===== config.mk =====
export PLATFORM = sky130hd
export DESIGN_NAME = l1_l2_arbiter
export DESIGN_NICKNAME = d
export VERILOG_FILES = /design/src/rtl/l1_l2_pkg.sv /design/src/rtl/l1_l2_arbiter.sv
export SDC_FILE = /design/constraint.sdc
export NUM_CORES = 1
export LEC_CHECK = 0
export BUFFER_PORTS_ARGS = -buffer_cell sky130_fd_sc_hd__buf_4
export CAP_MARGIN = 10
export CORE_AREA = 3 3 447 449
export CTS_CLUSTER_DIAMETER = 50
export DETAILED_ROUTE_END_ITERATION = 6
export DIE_AREA = 0 0 450 452
export HOLD_SLACK_MARGIN = 0.03
export REMOVE_ABC_BUFFERS = 1
export SYNTH_ARGS = -nofsm -noshare
export SYNTH_HDL_FRONTEND = slang
export SYNTH_SLANG_ARGS = --single-unit

===== constraint.sdc =====
create_clock -name clk -period 2.4 [get_ports clk]
set_input_delay 0 -clock clk [delete_from_list [all_inputs] [get_ports clk]]
set_output_delay 0 -clock clk [all_outputs]
set_load 0.05 [all_outputs]

===== src/rtl/l1_l2_pkg.sv =====
`default_nettype none
// ============================================================================
// Module  : l1_l2_pkg
// Brief   : Shared widths and enums for the L1I/L1D -> L2 request arbiter.
// Revision: 1.0  initial release
// ============================================================================
package l1_l2_pkg;

  localparam int TAG_W   = 18;
  localparam int INDEX_W = 8;
  localparam int LINE_W  = 512;

  typedef enum logic [1:0] {
    ST_IDLE     = 2'd0,
    ST_GNT_I    = 2'd1,
    ST_GNT_D_WR = 2'd2,
    ST_GNT_D_RD = 2'd3
  } arb_state_t;

  typedef enum logic [1:0] {
    GNT_NONE = 2'd0,
    GNT_I    = 2'd1,
    GNT_D    = 2'd2
  } gnt_t;

endpackage
`default_nettype wire


===== src/rtl/l1_l2_arbiter.sv =====
`default_nettype none
// ============================================================================
// Module  : l1_l2_arbiter
// Brief   : Round-robin sequential arbiter sharing the L2 port between L1I and L1D.
// Revision: 1.0  initial release
// ============================================================================
module l1_l2_arbiter #(
  parameter int TAG_W       = l1_l2_pkg::TAG_W,
  parameter int INDEX_W     = l1_l2_pkg::INDEX_W,
  parameter int LINE_W      = l1_l2_pkg::LINE_W,
  parameter int TIMEOUT_CYC = 1024
) (
  input  logic               clk,
  input  logic               nrst,
  input  logic               read_L1I_L2,
  input  logic [TAG_W-1:0]   tag_L1I_L2,
  input  logic [INDEX_W-1:0] index_L1I_L2,
  input  logic               read_L1D_L2,
  input  logic               write_L1D_L2,
  input  logic [TAG_W-1:0]   tag_L1D_L2,
  input  logic [INDEX_W-1:0] index_L1D_L2,
  input  logic [TAG_W-1:0]   write_tag_L1D_L2,
  input  logic [INDEX_W-1:0] write_index_L1D_L2,
  input  logic [LINE_W-1:0]  write_data_L1D_L2,
  input  logic               ready_L2_L1,
  output logic               read_L1_L2,
  output logic               write_L1_L2,
  output logic [TAG_W-1:0]   tag_L1_L2,
  output logic [INDEX_W-1:0] index_L1_L2,
  output logic [LINE_W-1:0]  write_data_L1_L2,
  output logic               ready_L2_L1I,
  output logic               ready_L2_L1D,
  output logic               timeout_err
);
  import l1_l2_pkg::*;

  // Counter only needs to reach TIMEOUT_CYC-1; it saturates there.
  localparam int              WD_W   = (TIMEOUT_CYC > 1) ? $clog2(TIMEOUT_CYC) : 1;
  localparam logic [WD_W-1:0] WD_MAX = (TIMEOUT_CYC > 1) ? WD_W'(TIMEOUT_CYC - 1) : '0;

  arb_state_t      state_q, state_d;
  gnt_t            last_gnt_q, last_gnt_d;
  logic [WD_W-1:0] wdog_q, wdog_d;
  logic            timeout_err_q, timeout_err_d;
  logic            pend_i, pend_d;

  always_ff @(posedge clk or negedge nrst) begin
    if (!nrst) begin
      state_q       <= ST_IDLE;
      last_gnt_q    <= GNT_D;
      wdog_q        <= '0;
      timeout_err_q <= 1'b0;
    end else begin
      state_q       <= state_d;
      last_gnt_q    <= last_gnt_d;
      wdog_q        <= wdog_d;
      timeout_err_q <= timeout_err_d;
    end
  end

  always_comb begin
    state_d          = state_q;
    last_gnt_d       = last_gnt_q;
    wdog_d           = wdog_q;
    timeout_err_d    = timeout_err_q;
    read_L1_L2       = 1'b0;
    write_L1_L2      = 1'b0;
    tag_L1_L2        = '0;
    index_L1_L2      = '0;
    write_data_L1_L2 = '0;
    ready_L2_L1I     = 1'b0;
    ready_L2_L1D     = 1'b0;
    pend_i           = read_L1I_L2;
    pend_d           = read_L1D_L2 | write_L1D_L2;

    case (state_q)
      ST_IDLE: begin
        // Ties go to whoever did not win last; reset value D makes I win first.
        if (pend_i && (!pend_d || (last_gnt_q != GNT_I))) begin
          state_d    = ST_GNT_I;
          last_gnt_d = GNT_I;
        end else if (pend_d) begin
          state_d    = write_L1D_L2 ? ST_GNT_D_WR : ST_GNT_D_RD;
          last_gnt_d = GNT_D;
        end
      end
      ST_GNT_I: begin
        read_L1_L2  = 1'b1;
        tag_L1_L2   = tag_L1I_L2;
        index_L1_L2 = index_L1I_L2;
        if (ready_L2_L1) begin
          ready_L2_L1I = 1'b1;
          state_d      = ST_IDLE;
        end
      end
      ST_GNT_D_WR: begin
        write_L1_L2      = 1'b1;
        tag_L1_L2        = write_tag_L1D_L2;
        index_L1_L2      = write_index_L1D_L2;
        write_data_L1_L2 = write_data_L1D_L2;
        // A victim write-back followed by a fill reports completion only once, after the fill.
        if (ready_L2_L1) begin
          if (read_L1D_L2) begin
            state_d = ST_GNT_D_RD;
          end else begin
            ready_L2_L1D = 1'b1;
            state_d      = ST_IDLE;
          end
        end
      end
      ST_GNT_D_RD: begin
        read_L1_L2  = 1'b1;
        tag_L1_L2   = tag_L1D_L2;
        index_L1_L2 = index_L1D_L2;
        if (ready_L2_L1) begin
          ready_L2_L1D = 1'b1;
          state_d      = ST_IDLE;
        end
      end
      default: state_d = ST_IDLE;
    endcase

    if ((state_q == ST_IDLE) || (state_d != state_q)) begin
      wdog_d = '0;
    end else if (wdog_q != WD_MAX) begin
      wdog_d = wdog_q + WD_W'(1);
    end

    if ((TIMEOUT_CYC != 0) && (state_q != ST_IDLE) && (wdog_q == WD_MAX) && !ready_L2_L1) begin
      timeout_err_d = 1'b1;
    end
  end

  assign timeout_err = timeout_err_q;

endmodule
`default_nettype wire

Yosys cells after proc, flatten, opt, wreduce, memory -nomap -nowiden
Index checks and enable logic that the tools add are counted.

cells by class
  mux-type cells = 21
  reductions and logical operators = 13
  bitwise operators = 1
  $add $sub $neg = 1
  eq/ne operators = 7

operators with widths
  kind                   count
  $mux 512               1
  $pmux 18 s3            1
  $pmux 8 s3             1
  $mux 10                2
  $mux 2                 7
  $add 10x1->10 const B  1
  $eq 10x10->1 const B   1
  $ne 10x10->1 const B   1
  $mux 1                 7
  $pmux 2 s3             1
  $reduce_bool 2->1      3
  $eq 2x2->1 const B     2
  $logic_and 1x1->1      3
  $eq 2x1->1 const B     1
  $logic_not 1->1        2
  $logic_not 2->1        1
  $logic_or 1x1->1       2
  $ne 2x1->1 const B     1
  $ne 2x2->1             1
  $pmux 1 s2             1
  $reduce_and 2->1       1
  $reduce_or 2->1        1
  $or 1x1->1             1

word-level totals
  flip-flop bits (word level) = 15
  output and inout bits = 543
  logic and storage cells = 47

Logic depth before layout (Yosys ltp)
Gate-level depths: netlist of run 1.

  depth after elaboration = 9
  mapped depth = 5
  gate-level depth less buffers = 4

Least setup slack after synthesis of run 1
No wires, ideal clock.

  path type = reg2out
  from = register state_q[0]
  to = output ready_L2_L1D
  buffers on the path = 2
  path slack = 474 ps
  cell stages (with the launch flop) = 5
  data arrival time = 1926 ps
  cell sequence = dfrtp_1 inv_2 buf_2 buf_2 a21boi_0

on the way
  cells in the longest elaborated chain, start to end = 2

RTL lines
  element                 RTL line             RTL
  from (decl)             l1_l2_arbiter.sv:41  arb_state_t state_q, state_d;
  from (signal assigned)  l1_l2_arbiter.sv:54  state_q <= state_d;
  $eq 2x2->1              l1_l2_arbiter.sv:76  case (state_q)
  $pmux 1 s2 (*)          l1_l2_arbiter.sv:76
  to (decl)               l1_l2_arbiter.sv:32  output logic ready_L2_L1D,

Mark *: on every way between the ends. The rest lies on a longest branch, timed or not.

Final worst setup path of run 1
  from = register state_q[1]
  to = output tag_L1_L2[4]

on the way
  cells in the longest elaborated chain, start to end = 2

RTL lines
  element                                   RTL line             RTL
  $eq 2x2->1 or $eq 2x1->1 (tied branches)  l1_l2_arbiter.sv:76
  $pmux 18 s3 (*)                           l1_l2_arbiter.sv:76
  to (decl)                                 l1_l2_arbiter.sv:28  output logic [TAG_W-1:0] tag_L1_L2,

Marks and branches as above.

==> results.cfg, run 1 <==
[run_status]
status = finished clean

[detailed_routing]
routed_wl_um = 196800
firstDrtPassIters = 5
ant_nets = 0
drt_iter0_drc = 1316
vias = 12370
wl_per_cell_um = 43.72
drc = 0
via_per_inst = 2.748

[sta]
slew_violations = 0
tns_ns = 0
fin_crit_ns = 2.322
rsz0062_at_grt = no
fmax_mhz = 430.7
hold_viol = 0
skew_ns = 0.001413
tightestPinTransition_ns = 0.5042
slew_headroom = 0.6542
period_share = 0.9673
setup-violations-final = 0

[yosys]
ys_async_sr_fraction = 1.000
postSynthCellCount = 771
syn_area_per_cell_um2 = 6.577
synth_area_um2 = 5071
synth_seq_cells = 15
synth_cell_types = 37
synth.top_cell.area_share = 0.6316
synth_edf_count = 0
yosysWarnings = 0
synth_area_leaders = and3_1 (63%), dfrtp_1 (6.9%), clkbuf_1 (6.3%), mux2i_1 (5.9%), o2bb2ai_1 (4.5%)
ys_seq_area_frac = 0.07427
synthFlopType = dfrtp_1
synth_top_area_cell = and3_1

[global_route]
grt_max_degree = 89
grt_pass1_wl_um = 223300
antenna_found_initial = 234
grt_pass1_vias = 11570
grt_overflow_total = 0
grtUsageMet1 = 0.2180
grt_use_total = 0.1834
busiest_layer = met2
met3_usage = 0.1137
grt_use_met2 = 0.2915

[setup_path]
required_ns = 2.40
crit_buf_inv = 3
slowest_stage = dfrtp_4
r2r_start = state_q[1]
path_cells = buf_12 > buf_4 > mux2i_1 > o2bb2ai_1 > buf_4
crit_top_cell = buf_4
crit_path_max_incr_delay_ns = 0.74
reg2reg_depth = 4
r2r_slack_ns = 0.75
critical_path_class = register to output port
worst_setup_path_start_kind = register
cp_max_fo = 37
arrival_ns = 2.32
reg2reg_to = wdog_q[2]
crit_family = buffers and inverters
critPathCaptureType = output port

[final_layout]
layout_commonest_cell = buf_4
nNetsFinal = 2425
drive_gt1_frac = 0.6502
final_util = 0.08644
layout_common_cells = buf_4 (1163), and3_1 (512), mux2i_1 (30), o2bb2ai_1 (26), dfrtp_1 (13)
syn2layout_area_growth_pct = 235.1

[power_and_ir_drop]
power_mw = 20.39
p_per_area_nw_per_um2 = 1200
power_leakage_nw = 9.487
ir_drop_v = 0.0003922

[clock_tree]
cts_root_buffer = clkbuf_16
insertion_delay_ns = 0.24
cts.path.max_buffers = 2
clk_transition_reported_paths_ns = 0.05
numCtsBuffers = 3
cts_sinks = 15
h-tree-depth = 1
cts_tree = done

[die]
die_area_um2 = 203400
rows = 163
io_pins = 1139
start_util = 0.02579
core_area_um2 = 196600
die_height_um = 452
die_w_um = 450

[placed_design]
place_congestion = 0.9542
hpwlAfterDp_um = 185700
place.port_buffers = 1138

[hold_path]
worstHoldPathCells = 3
worstHoldStart = read_L1D_L2
hold_end = state_q[0]
worstHoldPathType = input pin to register

[job]
max_cap_viol_count = 0
logic make-up after synthesis:
family                   count (synthesis)  share of synthesized area
flip-flops                              15                    0.07427
AND/OR/NAND/NOR                        541                     0.6635
adder cells (fa/ha/maj)                  1                   0.002467
multiplexers                            30                    0.05922
buffers and inverters                  133                     0.1169
AO/OA/AOI/OAI                           51                    0.08364
metal layers:
metal,vias up,wire [um]
li1,5012,-
met1,5911,78770
met2,1008,87320
met3,330,27500
met4,106,2529
met5,-,667
stage by stage:
stage               instances  setup slack, ns  cell area, um^2  hold slack [ns]
floorplan                 645           -5.893             4504          -0.2956
global placement         4460           0.2537            16790          -0.1284
detailed placement       4460           0.2207            16790          -0.1307
CTS                      4467          0.03551            16910           0.1321
global route             4468          0.04094            16910           0.1322
finish                   4501          0.07843            16990           0.1359
power by group:
group | internal, mW | switching, mW
clock network | 0.225 | 0.0975
logic | 5.03 | 14.6
registers | 0.310 | 0.171
total | 5.56 | 14.8
worst min-delay path, cell delays in order:
cell	delay, ns
buf_4	0.13
o21ai_0	0.11
a31oi_1	0.10
worst max path at each step:
| stage | endpoint | slack, ns | startpoint | cells past startpoint |
|---|---|---|---|---|
| detailed placement | write_data_L1_L2[44] | 0.22 | state_q[1] | 4 |
| finish | tag_L1_L2[4] | 0.08 | state_q[1] | 5 |
| CTS | write_data_L1_L2[44] | 0.04 | state_q[1] | 4 |
| floorplan | index_L1_L2[0] | -5.89 | state_q[1] | 3 |
| global placement | write_data_L1_L2[445] | 0.25 | state_q[0] | 4 |
| global route | write_data_L1_L2[445] | 0.04 | state_q[0] | 4 |
flip-flops by register name, summed over array words and instances, names as in the netlist:
| register | flops |
|---|---|
| wdog_q | 10 |
| last_gnt_q | 2 |
| state_q | 2 |
| timeout_err | 1 |
cell type report:
cell class	count	area, um^2
fillers	23330	179600
repair buffers	1178	9006
multi-input cells	623	4101
well taps	2640	3303
flip-flops and latches	15	380.4
diodes	34	85.08
clock buffers	4	78.83
inverters	7	38.79
what timing repair did:
action / 4_1_cts / 5_1_grt
gates resized for setup: 1 / 0
setup endpoints to repair: 3 / 0
buffers inserted: 1 / 0
hold buffers: 2 / 0
endpoints found under the hold margin: 16 / 0
synthesized netlist by cell type (all sizes together), types with 2 or more instances:
cell type	instances
a211oi	3
a21oi	2
a31oi	5
nand2b	3
dfrtp	14
nand4	3
mux2i	30
buf	41
and4	3
clkbuf	85
o21ai	4
a311oi	2
o2bb2ai	26
inv	7
a32o	2
and3	514
nand2	6
a21o	2
nor2	7
nor3	2
Power figures use the tool's default switching activity.
==> run 2, diff against run 1 <==
--- a/config.mk
+++ b/config.mk
@@ -8,6 +8,7 @@
 export BUFFER_PORTS_ARGS = -buffer_cell sky130_fd_sc_hd__buf_4
 export CAP_MARGIN = 10
 export CORE_AREA = 3 3 447 449
+export CTS_BUF_LIST = sky130_fd_sc_hd__clkbuf_8
 export CTS_CLUSTER_DIAMETER = 50
 export DETAILED_ROUTE_END_ITERATION = 6
 export DIE_AREA = 0 0 450 452
==> run 2 against run 1 <==
  * Global-route usage hardly changed
  * Clock skew is 0.0026 ns higher
  * First-iteration DRC count is 4.6% lower
  * Maximum frequency is 0.50% lower
  * Register-to-register slack worse by 0.02 ns
  * Non-clock buffer count stayed put
  * Utilization hardly changed
  * Combinational power hardly changed
  * Count of clock-buffer cells in the layout is 1 lower
==> results.cfg, run 2 (same netlist as run 1, synthesis figures left out) <==
[final_layout]
drive_gt1_frac = 0.6502
reg_top3 = wdog_q (10), last_gnt_q (2), state_q (2)
nNetsFinal = 2425
layout_common_cells = buf_4 (1163), and3_1 (512), mux2i_1 (30), o2bb2ai_1 (26), dfrtp_1 (13)
final_util = 0.08625
final_area_um2 = 16960
largest_reg_flops = 10
regMostFlops = wdog_q
layout_commonest_cell = buf_4
syn2layout_area_growth_pct = 234.4

[detailed_routing]
routed_wl_um = 196800
wl_per_cell_um = 43.74
via_per_inst = 2.750
vias = 12380
drt_iter0_drc = 1255
drc = 0
ant_nets = 0
firstDrtPassIters = 6

[setup_path]
cp.depth = 5
crit_family = buffers and inverters
worst_setup_path_start_kind = register
reg2reg_to = wdog_q[2]
reg2reg_depth = 4
path_cells = buf_12 > buf_4 > mux2i_1 > o2bb2ai_1 > buf_4
crit_path_max_incr_delay_ns = 0.75
r2r_slack_ns = 0.73
crit_top_cell = buf_4
cp_max_fo = 37
critical_path_class = register to output port
crit_buf_inv = 3
r2r_start = state_q[1]
arrival_ns = 2.33
slowest_stage = dfrtp_4
critPathCaptureType = output port
required_ns = 2.40

[global_route]
grt_pass1_vias = 11570
grt_max_degree = 89
grt_pass1_wl_um = 223300
grt_use_total = 0.1834
grt_overflow_total = 0
antenna_found_initial = 234

[die]
die_w_um = 450
io_pins = 1139
die_height_um = 452
rows = 163
die_area_um2 = 203400
core_area_um2 = 196600
start_util = 0.02579

[sta]
tightestPinTransition_ns = 0.5045
slew_headroom = 0.6540
slew_violations = 0
rsz0062_at_grt = no
fmax_mhz = 428.6
skew_ns = 0.004046
period_share = 0.9722
setup-violations-final = 0
hold_viol = 0
fin_crit_ns = 2.333

[placed_design]
hpwlAfterDp_um = 185700
placed_area_um2 = 16790
place_congestion = 0.9542
place.port_buffers = 1138

[clock_tree]
cts_tree = done
cts_root_buffer = clkbuf_8
insertion_delay_ns = 0.25
numCtsBuffers = 3
cts.path.max_buffers = 2
clk_transition_reported_paths_ns = 0.06
h-tree-depth = 1
cts_sinks = 15

[job]
max_cap_viol_count = 0

[power_and_ir_drop]
power_leakage_nw = 9.476
p_per_area_nw_per_um2 = 1196
ir_drop_v = 0.0003940

[hold_path]
worstHoldStart = read_L1D_L2
hold_end = state_q[0]
worstHoldPathType = input pin to register
worstHoldPathCells = 3

[run_status]
status = finished clean
-- run 2: changes by cell type in the layout (fill, tap and decap cells not counted) --
cell	before	now
diode_2	34	33
clkbuf_16	3	0
clkbuf_1	1	0
clkbuf_8	0	3
inv_1	6	7
-- run 2: worst max-delay path by stage --
stage	start	endpoint	slack [ns]
finish	state_q[1]	tag_L1_L2[4]	0.07
global route	state_q[0]	write_data_L1_L2[445]	0.03
CTS	state_q[1]	write_data_L1_L2[44]	0.03
detailed placement	state_q[1]	write_data_L1_L2[44]	0.22
global placement	state_q[0]	write_data_L1_L2[445]	0.25
floorplan	state_q[1]	index_L1_L2[0]	-5.89
-- run 2: per-stage QoR --
stage,cells,hold slack [ns],setup WS [ns],setup TNS [ns],power (mW)
2_1_floorplan,645,-0.2956,-5.893,-2575.09,7.413
3_3_place_gp,4460,-0.1284,0.2537,0,20.37
3_5_place_dp,4460,-0.1307,0.2207,0,20.35
4_1_cts,4467,0.1256,0.02611,0,20.68
5_1_grt,4468,0.1244,0.03081,0,21.18
6_report,4500,0.1301,0.06669,0,20.28
-- run 2: metal layers --
| metal | vias to the layer above | global-route usage | wire, um |
|---|---|---|---|
| met5 | - | 0 | 666 |
| met4 | 106 | 0.01178 | 2506 |
| met3 | 324 | 0.1136 | 27610 |
| met2 | 1008 | 0.2915 | 87360 |
| met1 | 5933 | 0.2180 | 78660 |
| li1 | 5005 | - | - |
-- run 2: area by class of cell --
class,count,area (um^2)
sequential,15,380.4
multi-input combinational,623,4101
clock buffer,3,41.29
antenna,33,82.58
fill,23330,179600
inverter,7,38.79
timing repair buffer,1178,9006
clock inverter,1,3.754
tap,2640,3303
-- run 2: power by group --
part	switching [mW]	leakage [nW]	internal (mW)
logic	14.6	9.25	5.03
clock network	0.0898	0.0271	0.113
registers	0.173	0.197	0.309
total	14.8	9.48	5.45
-- run 2: timing repair --
action / 4_1_cts / 5_1_grt
hold endpoints to repair: 16 / 0
endpoints found under the setup margin: 5 / 0
gates resized for setup: 1 / 0
buffers inserted: 1 / 0
hold buffers: 2 / 0
-- run 2: worst reg2reg max path: stages (launching register included) --
cell	delay (ns)
dfrtp_4	0.75
buf_8	0.25
o21ba_2	0.30
o21ai_0	0.13
a31oi_1	0.17
==> run 3, diff against run 2 <==
--- a/config.mk
+++ b/config.mk
@@ -7,13 +7,14 @@
 export LEC_CHECK = 0
 export BUFFER_PORTS_ARGS = -buffer_cell sky130_fd_sc_hd__buf_4
 export CAP_MARGIN = 10
-export CORE_AREA = 3 3 447 449
+export CORE_AREA = 2 2 446 448
 export CTS_BUF_LIST = sky130_fd_sc_hd__clkbuf_8
 export CTS_CLUSTER_DIAMETER = 50
 export DETAILED_ROUTE_END_ITERATION = 6
-export DIE_AREA = 0 0 450 452
+export DIE_AREA = 0 0 448 450
 export HOLD_SLACK_MARGIN = 0.03
 export REMOVE_ABC_BUFFERS = 1
 export SYNTH_ARGS = -nofsm -noshare
 export SYNTH_HDL_FRONTEND = slang
 export SYNTH_SLANG_ARGS = --single-unit
+export TNS_END_PERCENT = 100
==> run 3 against run 2 <==
  * Wire length down 6.5%
  * Utilization about the same
  * Non-clock buffer count down 5
  * Sequential cell count unchanged
  * Setup slack better by 0.14 ns
  * Global-route usage down 0.94 points
  * Die area down 0.88%
  * Via count down 1.0%
  * Critical path depth unchanged
  * Clock skew up 0.0022 ns
  * Sequential power down 5.4%
  * Critical path type unchanged
  * Critical endpoint is now tag_L1_L2[15]
  * Largest cell class unchanged
  * Largest power group unchanged
==> results.cfg, run 3 (same netlist as run 1, synthesis figures left out) <==
[run_status]
status = finished clean

[setup_path]
r2r_start = state_q[1]
crit_path_start = state_q[1]
cp_max_fo = 27
arrival_ns = 2.19
worst_setup_path_start_kind = register
required_ns = 2.40
critPathCaptureType = output port
critical_path_class = register to output port

[die]
die_w_um = 448
rows = 163
io_pins = 1139
die_height_um = 450
start_util = 0.02579
die_area_um2 = 201600
core_area_um2 = 196600

[sta]
rsz0062_at_grt = no
skew_ns = 0.006252
tns_ns = 0
slew_headroom = 0.6200
hold_viol = 0
whs_ns = 0.1431
slew_violations = 0
setup-violations-final = 0
fmax_mhz = 456.1
setup_ws_ns = 0.2075
period_share = 0.9136
fin_crit_ns = 2.193
tightestPinTransition_ns = 0.5640

[clock_tree]
cts_sinks = 15
h-tree-depth = 1
cts_tree = done
insertion_delay_ns = 0.25
numCtsBuffers = 3
cts_root_buffer = clkbuf_8
cts.path.max_buffers = 2
clk_transition_reported_paths_ns = 0.06

[detailed_routing]
routed_wl_um = 184100
drc = 0
vias = 12250
via_per_inst = 2.719
ant_nets = 0
firstDrtPassIters = 4
wl_per_cell_um = 40.87
drt_iter0_drc = 902

[hold_path]
worstHoldPathType = input pin to register
worstHoldStart = read_L1D_L2

[power_and_ir_drop]
power_mw = 19.86
p_per_area_nw_per_um2 = 1170
power_leakage_nw = 9.461
ir_drop_v = 0.0004089

[final_layout]
layout_common_cells = buf_4 (1156), and3_1 (512), mux2i_1 (30), o2bb2ai_1 (26), buf_12 (15)
nNetsFinal = 2420
layout.cells.non_filler = 4505
reg_top3 = wdog_q (10), last_gnt_q (2), state_q (2)
syn2layout_area_growth_pct = 234.6
regMostFlops = wdog_q
final_area_um2 = 16970
largest_reg_flops = 10
layout_commonest_cell = buf_4
final_util = 0.08632
drive_gt1_frac = 0.6493

[job]
max_cap_viol_count = 0

[placed_design]
preCtsSetupSlack_ns = 0.3874
dp.cells = 4456
place.port_buffers = 1138
placed_area_um2 = 16800
place_congestion = 0.9985
hpwlAfterDp_um = 173600

[global_route]
grt_pass1_vias = 11900
grt_overflow_total = 0
antenna_found_initial = 208
grt_max_degree = 123
grt_pass1_wl_um = 209500
grt_use_total = 0.1739
==> run 3: layout make-up <==
type | count | area [um^2]
Antenna cell | 43 | 107.6
Multi-Input combinational cell | 623 | 4101
Clock buffer | 3 | 41.29
Tap cell | 2640 | 3303
Inverter | 7 | 33.78
Timing Repair Buffer | 1173 | 8999
Sequential cell | 15 | 380.4
Fill cell | 23270 | 179600
Clock inverter | 1 | 3.754
==> run 3: worst paths after layout <==
kind | cells after the start | slack [ns] | to
min in group asynchronous | 2 | 0.19 | wdog_q[2]
max reg2reg | 3 | 0.68 | wdog_q[8]
max in group asynchronous | 2 | 1.96 | last_gnt_q[1]
max | 5 | 0.21 | tag_L1_L2[15]
min | 3 | 0.14 | state_q[0]
min reg2reg | 2 | 0.46 | last_gnt_q[1]
==> run 3: what timing repair did <==
action	CTS	global route
hold buffers	2	0
resized for setup	0	0
endpoints found under the hold margin	17	0
buffers inserted	0	0
==> run 3: layer usage <==
layer | global-route usage | up-vias | share of wire
met4 | 0.01378 | 74 | 0.013
met3 | 0.1113 | 278 | 0.14
met2 | 0.2793 | 994 | 0.45
met5 | 0.001924 | - | 0.0062
li1 | - | 5005 | -
met1 | 0.2000 | 5898 | 0.39
==> run 3: power by group <==
part           internal [mW]  leakage [nW]  total, mW  switching, mW
sequential             0.310         0.197      0.456          0.146
combinational           5.04          9.24       19.2           14.2
clock                  0.113        0.0272      0.202         0.0892
total                   5.46          9.46       19.9           14.4
==> run 3: critical path, cell delays in order (launching register included) <==
cell       delay, ns
dfrtp_4         0.73
inv_1           0.19
nor2_2          0.16
buf_4           0.34
o2bb2ai_1       0.24
buf_4           0.27
